<file path="config.mk">
export PLATFORM = sky130hd
export DESIGN_NAME = tlb_ctrl
export DESIGN_NICKNAME = d
export VERILOG_FILES = /design/src/rtl/tlb_pkg.sv /design/src/rtl/tlb_lookup_pipe.sv /design/src/rtl/tlb_ctrl.sv
export SDC_FILE = /design/constraint.sdc
export NUM_CORES = 1
export LEC_CHECK = 0
export CAP_MARGIN = 5
export CORE_MARGIN = 2
export CORE_UTILIZATION = 30
export CTS_CLUSTER_DIAMETER = 100
export DETAILED_ROUTE_END_ITERATION = 8
export HOLD_SLACK_MARGIN = 0.15
export MAX_ROUTING_LAYER = met4
export PLACE_DENSITY = 0.7
export SETUP_SLACK_MARGIN = 0.02
export SLEW_MARGIN = 20
export SYNTH_ARGS = -nofsm -noshare
export SYNTH_HDL_FRONTEND = slang
export SYNTH_SLANG_ARGS = --single-unit
</file>
<file path="constraint.sdc">
create_clock -name clk -period 2.6 [get_ports clk]
set_input_delay 0.39 -clock clk [delete_from_list [all_inputs] [get_ports clk]]
set_output_delay 0.39 -clock clk [all_outputs]
set_load 0.005 [all_outputs]
</file>
<file path="src/rtl/tlb_pkg.sv">
// Shared types and constants for the TLB sequencing controller.
package tlb_pkg;

  localparam int VPN_W       = 20;
  localparam int PPN_W       = 22;
  localparam int IDX_W       = 6;
  localparam int TAG_W       = VPN_W - IDX_W;
  localparam int PERM_W      = 4;
  localparam int ENTRY_W     = 64;
  localparam int TLB_ENTRIES = 64;

  // Entry layout inside one 64-bit SRAM word; bits below PERM_LO are written as 0.
  localparam int V_BIT   = 63;
  localparam int TAG_HI  = 62;
  localparam int TAG_LO  = 49;
  localparam int PPN_HI  = 48;
  localparam int PPN_LO  = 27;
  localparam int PERM_HI = 26;
  localparam int PERM_LO = 23;

  typedef enum logic [1:0] {
    ST_INIT  = 2'd0,
    ST_IDLE  = 2'd1,
    ST_FLUSH = 2'd2
  } tlb_state_e;

  typedef struct packed {
    logic              v;
    logic [TAG_W-1:0]  tag;
    logic [PPN_W-1:0]  ppn;
    logic [PERM_W-1:0] perm;
  } tlb_entry_t;

  function automatic logic [ENTRY_W-1:0] pack_entry(input tlb_entry_t e);
    logic [ENTRY_W-1:0] w;
    w                  = '0;
    w[V_BIT]           = e.v;
    w[TAG_HI:TAG_LO]   = e.tag;
    w[PPN_HI:PPN_LO]   = e.ppn;
    w[PERM_HI:PERM_LO] = e.perm;
    return w;
  endfunction

  function automatic tlb_entry_t unpack_entry(input logic [ENTRY_W-1:0] w);
    tlb_entry_t e;
    logic       unused_pad;
    unused_pad = ^w[PERM_LO-1:0];
    e.v        = w[V_BIT];
    e.tag      = w[TAG_HI:TAG_LO];
    e.ppn      = w[PPN_HI:PPN_LO];
    e.perm     = w[PERM_HI:PERM_LO];
    return e;
  endfunction

endpackage

</file>
<file path="src/rtl/tlb_lookup_pipe.sv">
// Port 1 lookup path: registers the SRAM read, carries valid/tag alongside
// the SRAM latency and compares against the returned word.
module tlb_lookup_pipe
  import tlb_pkg::*;
(
  input  logic               clk,
  input  logic               rst_n,
  input  logic               req_fire,
  input  logic [VPN_W-1:0]   req_vpn,
  output logic               sram_csb1,
  output logic [IDX_W-1:0]   sram_addr1,
  input  logic [ENTRY_W-1:0] sram_dout1,
  output logic               rsp_valid,
  output logic               rsp_hit,
  output logic [PPN_W-1:0]   rsp_ppn,
  output logic [PERM_W-1:0]  rsp_perm
);

  logic              csb1_q, csb1_d;
  logic [IDX_W-1:0]  addr1_q, addr1_d;
  logic              s0_vld_q, s0_vld_d, s1_vld_q, s1_vld_d, s2_vld_q, s2_vld_d;
  logic [TAG_W-1:0]  s0_tag_q, s0_tag_d, s1_tag_q, s1_tag_d, s2_tag_q, s2_tag_d;
  logic              rsp_valid_q, rsp_valid_d;
  logic              rsp_hit_q, rsp_hit_d;
  logic [PPN_W-1:0]  rsp_ppn_q, rsp_ppn_d;
  logic [PERM_W-1:0] rsp_perm_q, rsp_perm_d;
  tlb_entry_t        rd_entry;

  // Next-state: issue read, shift valid/tag, compare at the third stage.
  always_comb begin
    rd_entry    = unpack_entry(sram_dout1);
    csb1_d      = ~req_fire;
    addr1_d     = req_fire ? req_vpn[IDX_W-1:0] : addr1_q;
    s0_vld_d    = req_fire;
    s0_tag_d    = req_vpn[VPN_W-1:IDX_W];
    s1_vld_d    = s0_vld_q;
    s1_tag_d    = s0_tag_q;
    s2_vld_d    = s1_vld_q;
    s2_tag_d    = s1_tag_q;
    rsp_valid_d = s2_vld_q;
    rsp_hit_d   = s2_vld_q && rd_entry.v && (rd_entry.tag == s2_tag_q);
    rsp_ppn_d   = rsp_hit_d ? rd_entry.ppn  : '0;
    rsp_perm_d  = rsp_hit_d ? rd_entry.perm : '0;
  end

  // Pipeline registers; reset drops every in-flight lookup.
  always_ff @(posedge clk) begin
    if (!rst_n) begin
      csb1_q      <= 1'b1;
      addr1_q     <= '0;
      s0_vld_q    <= 1'b0;
      s1_vld_q    <= 1'b0;
      s2_vld_q    <= 1'b0;
      s0_tag_q    <= '0;
      s1_tag_q    <= '0;
      s2_tag_q    <= '0;
      rsp_valid_q <= 1'b0;
      rsp_hit_q   <= 1'b0;
      rsp_ppn_q   <= '0;
      rsp_perm_q  <= '0;
    end else begin
      csb1_q      <= csb1_d;
      addr1_q     <= addr1_d;
      s0_vld_q    <= s0_vld_d;
      s1_vld_q    <= s1_vld_d;
      s2_vld_q    <= s2_vld_d;
      s0_tag_q    <= s0_tag_d;
      s1_tag_q    <= s1_tag_d;
      s2_tag_q    <= s2_tag_d;
      rsp_valid_q <= rsp_valid_d;
      rsp_hit_q   <= rsp_hit_d;
      rsp_ppn_q   <= rsp_ppn_d;
      rsp_perm_q  <= rsp_perm_d;
    end
  end

  assign sram_csb1  = csb1_q;
  assign sram_addr1 = addr1_q;
  assign rsp_valid  = rsp_valid_q;
  assign rsp_hit    = rsp_hit_q;
  assign rsp_ppn    = rsp_ppn_q;
  assign rsp_perm   = rsp_perm_q;

endmodule

</file>
<file path="src/rtl/tlb_ctrl.sv">
// TLB SRAM sequencing controller: invalidate sweep after reset and on
// request, single-entry fills on port 0, pipelined lookups on port 1.
//
// Handshake: lk_* and fill_* transfer on a clock edge where valid && ready;
// ready depends only on controller state and flush_req, never on valid.
// rsp_valid is a one-cycle pulse with no backpressure.
module tlb_ctrl
  import tlb_pkg::*;
(
  input  logic               clk,
  input  logic               rst_n,
  input  logic               lk_valid,
  output logic               lk_ready,
  input  logic [VPN_W-1:0]   lk_vpn,
  output logic               rsp_valid,
  output logic               rsp_hit,
  output logic [PPN_W-1:0]   rsp_ppn,
  output logic [PERM_W-1:0]  rsp_perm,
  input  logic               fill_valid,
  output logic               fill_ready,
  input  logic [VPN_W-1:0]   fill_vpn,
  input  logic [PPN_W-1:0]   fill_ppn,
  input  logic [PERM_W-1:0]  fill_perm,
  input  logic               flush_req,
  output logic               flush_busy,
  output logic               sram_csb0,
  output logic               sram_web0,
  output logic [IDX_W-1:0]   sram_addr0,
  output logic [ENTRY_W-1:0] sram_din0,
  output logic               sram_csb1,
  output logic [IDX_W-1:0]   sram_addr1,
  input  logic [ENTRY_W-1:0] sram_dout1,
  output logic [1:0]         dbg_state
);

  tlb_state_e         state_q, state_d;
  logic [IDX_W-1:0]   cnt_q, cnt_d;
  logic               csb0_q, csb0_d;
  logic               web0_q, web0_d;
  logic [IDX_W-1:0]   addr0_q, addr0_d;
  logic [ENTRY_W-1:0] din0_q, din0_d;
  logic               accept_ok;
  logic               fill_fire;
  logic               lk_fire;
  tlb_entry_t         fill_entry;

  // flush_req blocks new work in the same cycle it is seen.
  assign accept_ok  = (state_q == ST_IDLE) && !flush_req;
  assign lk_ready   = accept_ok;
  assign fill_ready = accept_ok;
  assign fill_fire  = fill_valid && accept_ok;
  assign lk_fire    = lk_valid && accept_ok;
  assign flush_busy = (state_q != ST_IDLE);
  assign dbg_state  = state_q;

  // FSM next state, sweep counter and port 0 request mux.
  always_comb begin
    state_d         = state_q;
    cnt_d           = cnt_q;
    csb0_d          = 1'b1;
    web0_d          = 1'b1;
    addr0_d         = addr0_q;
    din0_d          = din0_q;
    fill_entry.v    = 1'b1;
    fill_entry.tag  = fill_vpn[VPN_W-1:IDX_W];
    fill_entry.ppn  = fill_ppn;
    fill_entry.perm = fill_perm;
    case (state_q)
      ST_INIT, ST_FLUSH: begin
        csb0_d  = 1'b0;
        web0_d  = 1'b0;
        addr0_d = cnt_q;
        din0_d  = '0;
        cnt_d   = cnt_q + IDX_W'(1);
        if (cnt_q == IDX_W'(TLB_ENTRIES - 1)) begin
          state_d = ST_IDLE;
        end
      end
      ST_IDLE: begin
        if (flush_req) begin
          state_d = ST_FLUSH;
          cnt_d   = '0;
        end else if (fill_fire) begin
          csb0_d  = 1'b0;
          web0_d  = 1'b0;
          addr0_d = fill_vpn[IDX_W-1:0];
          din0_d  = pack_entry(fill_entry);
        end
      end
      default: begin
        state_d = ST_INIT;
        cnt_d   = '0;
      end
    endcase
  end

  // State and registered port 0 outputs; reset restarts the sweep at 0.
  always_ff @(posedge clk) begin
    if (!rst_n) begin
      state_q <= ST_INIT;
      cnt_q   <= '0;
      csb0_q  <= 1'b1;
      web0_q  <= 1'b1;
      addr0_q <= '0;
      din0_q  <= '0;
    end else begin
      state_q <= state_d;
      cnt_q   <= cnt_d;
      csb0_q  <= csb0_d;
      web0_q  <= web0_d;
      addr0_q <= addr0_d;
      din0_q  <= din0_d;
    end
  end

  assign sram_csb0  = csb0_q;
  assign sram_web0  = web0_q;
  assign sram_addr0 = addr0_q;
  assign sram_din0  = din0_q;

  tlb_lookup_pipe u_lookup (
    .clk        (clk),
    .rst_n      (rst_n),
    .req_fire   (lk_fire),
    .req_vpn    (lk_vpn),
    .sram_csb1  (sram_csb1),
    .sram_addr1 (sram_addr1),
    .sram_dout1 (sram_dout1),
    .rsp_valid  (rsp_valid),
    .rsp_hit    (rsp_hit),
    .rsp_ppn    (rsp_ppn),
    .rsp_perm   (rsp_perm)
  );

endmodule

</file>
# Yosys cells after proc, flatten, opt, wreduce, memory -nomap -nowiden

Cells that the tools add are included.

Word-level logic and storage cells: 54
Register bits after elaboration: 159

Equal/unequal tests: 9
Multiplexer cells: 14
Reduce and logical (&&, ||, !) cells: 12
$add $sub $neg: 1
Bitwise gates (word level): 1

Operators by type and width:

| kind                | number |
|---|---|
| $mux 64             | 2 |
| $pmux 64 s2         | 1 |
| $pmux 6 s2          | 2 |
| $mux 6              | 3 |
| $eq 14x14->1        | 1 |
| $ne 2x2->1 const B  | 4 |
| $add 6x1->6 const B | 1 |
| $eq 6x6->1 const B  | 1 |
| $logic_and 1x1->1   | 5 |
| $mux 2              | 2 |
| $pmux 2 s2          | 1 |
| $reduce_and 2->1    | 2 |
| $reduce_and 3->1    | 1 |
| $eq 2x1->1 const B  | 1 |
| $eq 2x2->1 const B  | 1 |
| $logic_not 2->1     | 1 |
| $mux 1              | 2 |
| $ne 2x1->1 const B  | 1 |
| $pmux 1 s2          | 1 |
| $reduce_bool 2->1   | 1 |
| $reduce_or 2->1     | 1 |
| $logic_not 1->1     | 1 |
| $not 1->1           | 1 |

# Depth between registers and ports, before layout

Depth after elaboration: 6
Mapped depth: 7
Mapped depth without buffers: 5

# By module

Synthesis repeated with hierarchy kept, for this count alone.

Cells, all modules: 481
Area, all modules: 4,833.4 um^2

By module, submodules not included:

| module          | area an instance (um^2) | cells an instance | sequential area each (um^2) | times used |
|---|---|---|---|---|
| tlb_ctrl        | 2,419.8                 | 286               | 1,121.1                     | 1 |
| tlb_lookup_pipe | 2,413.6                 | 195               | 1,601.5                     | 1 |

# Worst setup path before layout

OpenSTA, ideal clock, no wires.

Path kind: input to register
From: input port rst_n
To: register u_lookup.rsp_ppn_q[11] (netlist: u_lookup.rsp_ppn[11])
Stages on the path: 7
Library setup time: 77 ps
Data required time: 2,523 ps
Data arrival time: 1,643 ps
Buffers on the path: 3
Slack: 880 ps
Cell sequence: buf_4 > and2_4 > nand3_2 > or4_4 > buf_6 > buf_12 > nor3_2

Cells in the longest elaborated chain, start to end: 1

RTL lines:

| element                           | line                  | RTL |
|---|---|---|
| from (decl)                       | tlb_ctrl.sv:11        | `input logic rst_n,` |
| $reduce_and 2->1 (no source line) | n/a                   |  |
| to (signal assigned)              | tlb_lookup_pipe.sv:72 | `rsp_ppn_q <= rsp_ppn_d;` |
| to (decl)                         | tlb_lookup_pipe.sv:25 | `logic [PPN_W-1:0] rsp_ppn_q, rsp_ppn_d;` |

Every way passes these cells.
A chain may end at the register's enable or synchronous reset.

# Final worst setup path

From: register state_q[0] (netlist: dbg_state[0])
To: output port dbg_state[0]

RTL lines:

| element                | line            | RTL |
|---|---|---|
| from (decl)            | tlb_ctrl.sv:36  | `tlb_state_e state_q, state_d;` |
| from (signal assigned) | tlb_ctrl.sv:107 | `state_q <= state_d;` |
| to (decl)              | tlb_ctrl.sv:33  | `output logic [1:0] dbg_state` |

No word-level cell between the ends.

==> metrics.cfg <==
[final_layout]
nets=842
antenna_cells=0
utilization=0.469
postLayoutCellArea_um2=7720
area_delta_synth_final_pct=53.6
final_layout_size_suffix_gt1_frac=0.0876

[route]
via_per_inst=4.14
wl_per_cell_um=12.7
first_pass_iters=4
route.antenna.remaining_nets=0
post-route-drc-count=0
drt_iter0_drc=136
wl_um=12000
num_vias=3884

[logic_synthesis]
synth_top_family_by_area=simple AND/OR/NAND/NOR gates
syn_inst=518
synthMuxAreaShare=0.0120
synth-simple-area-share=0.220
ys.flop_type=dfxtp_1
async_reset_ff_frac=0
syn_area_per_cell_um2=9.70
syn_area_um2=5020
ys_types=38
synth_warnings=0
yosys_register_bits=136
synth_edf_count=0
synth_xor_area_frac=0.0244
ys_seq_area_frac=0.542
synth-compound-area-share=0.102
yosys.area_share.adder=0.00249

[power_and_ir_drop]
ir_drop_v=0.000431
swShare=0.206
p_comb_frac=0.056
p_int_w=0.00396
p_switching_w=0.00103
share_seq_of_total_power=0.427
power_density_nw_per_um2=646
pwr-share-clk=0.517
leakage_nw=2.90

[cts]
clk_latency_ns=0.42
clock-sinks=136
cts_tree=done
post_cts_buffers=0
cts-root-buf=clkbuf_16
hold_buffers=0
cts-htree-levels=4
clockBufferDepth=2
cts_resized=0
clkTransAtPathRegs_ns=0.06
cts_made_buffers=17

[global_routing]
grt_start_max_net_pins=66
track_usage=0.140
grt_pass1_vias=3788
grt_overflow_total=0
antenna_found_initial=0
grt_pass1_wl_um=19000

[sta]
final.min_clock_period_ns=2.29
rsz0062_at_grt=no
hold_viol=0
finalSetupViolations=0
clock.fmax_mhz=437
tightest_slew_ns=0.605
relSlewSlack=0.597
tns_ns=0
period_share=0.880
skew_ns=0.0122
maxSlewViolCount=0

[floorplan]
io_pins=247
core_um2=16500
die_area_um2=17800
initial_core_util=0.305
rows=47
dieWidth_um=133
die_h_um=133

[critical_path]
worstSetupPathType=reg -> out
r2r_slack_ns=0.74
cp_max_fo=42
required_ns=2.21
cp.arrival_ns=1.90
endpoint_kind=output pin
critPathLaunchType=register

[place]
place_congestion=0.743
place_area_um2=7080
port_buffers=200
place_hpwl_um=8270

[flow_run]
cap_violations=0

[outcome]
status=completed

[worst_hold_path]
holdCritPathClass=in -> reg

-- final timing paths --
check                             from              endpoint  depth (start not counted)
hold reg to reg   u_lookup.s0_tag_q[6]  u_lookup.s1_tag_q[6]                          1
setup reg to reg          dbg_state[0]         sram_din0[52]                          6
setup / recovery          dbg_state[0]          dbg_state[0]                          2
hold / removal                   rst_n    u_lookup.rsp_valid                          2
-- logic make-up after synthesis --
kind of cell | after synthesis
AO/OA/AOI/OAI | 68
XOR/XNOR | 14
adder cells (fa/ha/maj) | 1
buffers and inverters | 90
flip-flops | 136
multiplexers | 6
other | 1
AND/OR/NAND/NOR | 202
-- layout by cell type (no fill, tap or decap), types with 8 or more instances in the layout --
cell type / n
a21boi_0: 42
a21boi_1: 9
and2_1: 46
clkbuf_16: 17
clkdlybuf4s50_1: 199
conb_1: 23
dfxtp_1: 135
inv_1: 29
nand2_1: 68
nand3_1: 42
nor3_1: 8
nor3_2: 19
xnor2_1: 8
-- worst max-delay path: stages, from the launching register on --
cell and delay [ns]:
dfxtp_2 0.46, buf_4 0.44, clkdlybuf4s50_1 0.58
-- stage by stage --
stage / instances / hold slack (ns) / power [W] / setup slack [ns]
2_1_floorplan: 540 / 0.412 / 0.00229 / 0.880
3_3_place_gp: 907 / 0.415 / 0.00245 / 0.400
3_5_place_dp: 907 / 0.417 / 0.00245 / 0.372
4_1_cts: 939 / 0.269 / 0.00506 / 0.282
5_1_grt: 939 / 0.289 / 0.00519 / 0.213
6_report: 939 / 0.294 / 0.00499 / 0.311
-- synth_stat cells (4+ instances only) --
| master | number | area share |
|---|---|---|
| and2_1 | 46 | 0.057 |
| mux2i_1 | 6 | 0.012 |
| buf_2 | 5 | 0.0050 |
| buf_4 | 26 | 0.039 |
| inv_1 | 29 | 0.022 |
| nor2b_1 | 4 | 0.0050 |
| nor2_1 | 5 | 0.0037 |
| clkbuf_1 | 25 | 0.019 |
| xnor2_1 | 8 | 0.014 |
| nor3_2 | 19 | 0.038 |
| xor2_1 | 6 | 0.010 |
| o211a_1 | 7 | 0.014 |
| nand3_1 | 42 | 0.042 |
| dfxtp_1 | 136 | 0.54 |
| a21boi_1 | 9 | 0.013 |
| a21boi_0 | 42 | 0.063 |
| nand2_1 | 68 | 0.051 |
| nor3_1 | 8 | 0.0080 |
-- routing by layer --
layer | track usage | part of all wire | wire, um
met1 | 0.160 | 0.44 | 5230
met4 | 0.0615 | 0.024 | 291
met3 | 0.0407 | 0.055 | 659
met2 | 0.229 | 0.48 | 5770
met5 | - | 0 | 0
-- power groups by stage --
stage / Combinational [W] / Clock [W] / Sequential (W)
2_1_floorplan: 0.000115 / 0 / 0.00217
3_3_place_gp: 0.000277 / 0 / 0.00218
3_5_place_dp: 0.000278 / 0 / 0.00218
4_1_cts: 0.000280 / 0.00265 / 0.00213
5_1_grt: 0.000305 / 0.00276 / 0.00213
6_report: 0.000277 / 0.00258 / 0.00213
-- registers in the layout (all words and copies together) (netlist names), 4 cells and up --
register             count
sram_din0               41
u_lookup.s0_tag_q       14
u_lookup.s2_tag_q       14
cnt_q                    6
sram_addr0               6
u_lookup.s1_tag_q       14
u_lookup.rsp_ppn        22
u_lookup.sram_addr1      6
u_lookup.rsp_perm        4
-- cell type report --
class                   instances  area [um^2]
clock buffers                  20          447
clock inverters                12          188
fillers                      1574         8750
inverters                      29          109
multi-input cells             314         1910
flip-flops and latches        136         2720
well taps                     220          275
repair buffers                208         2070
Power figures use the tool's default switching activity.
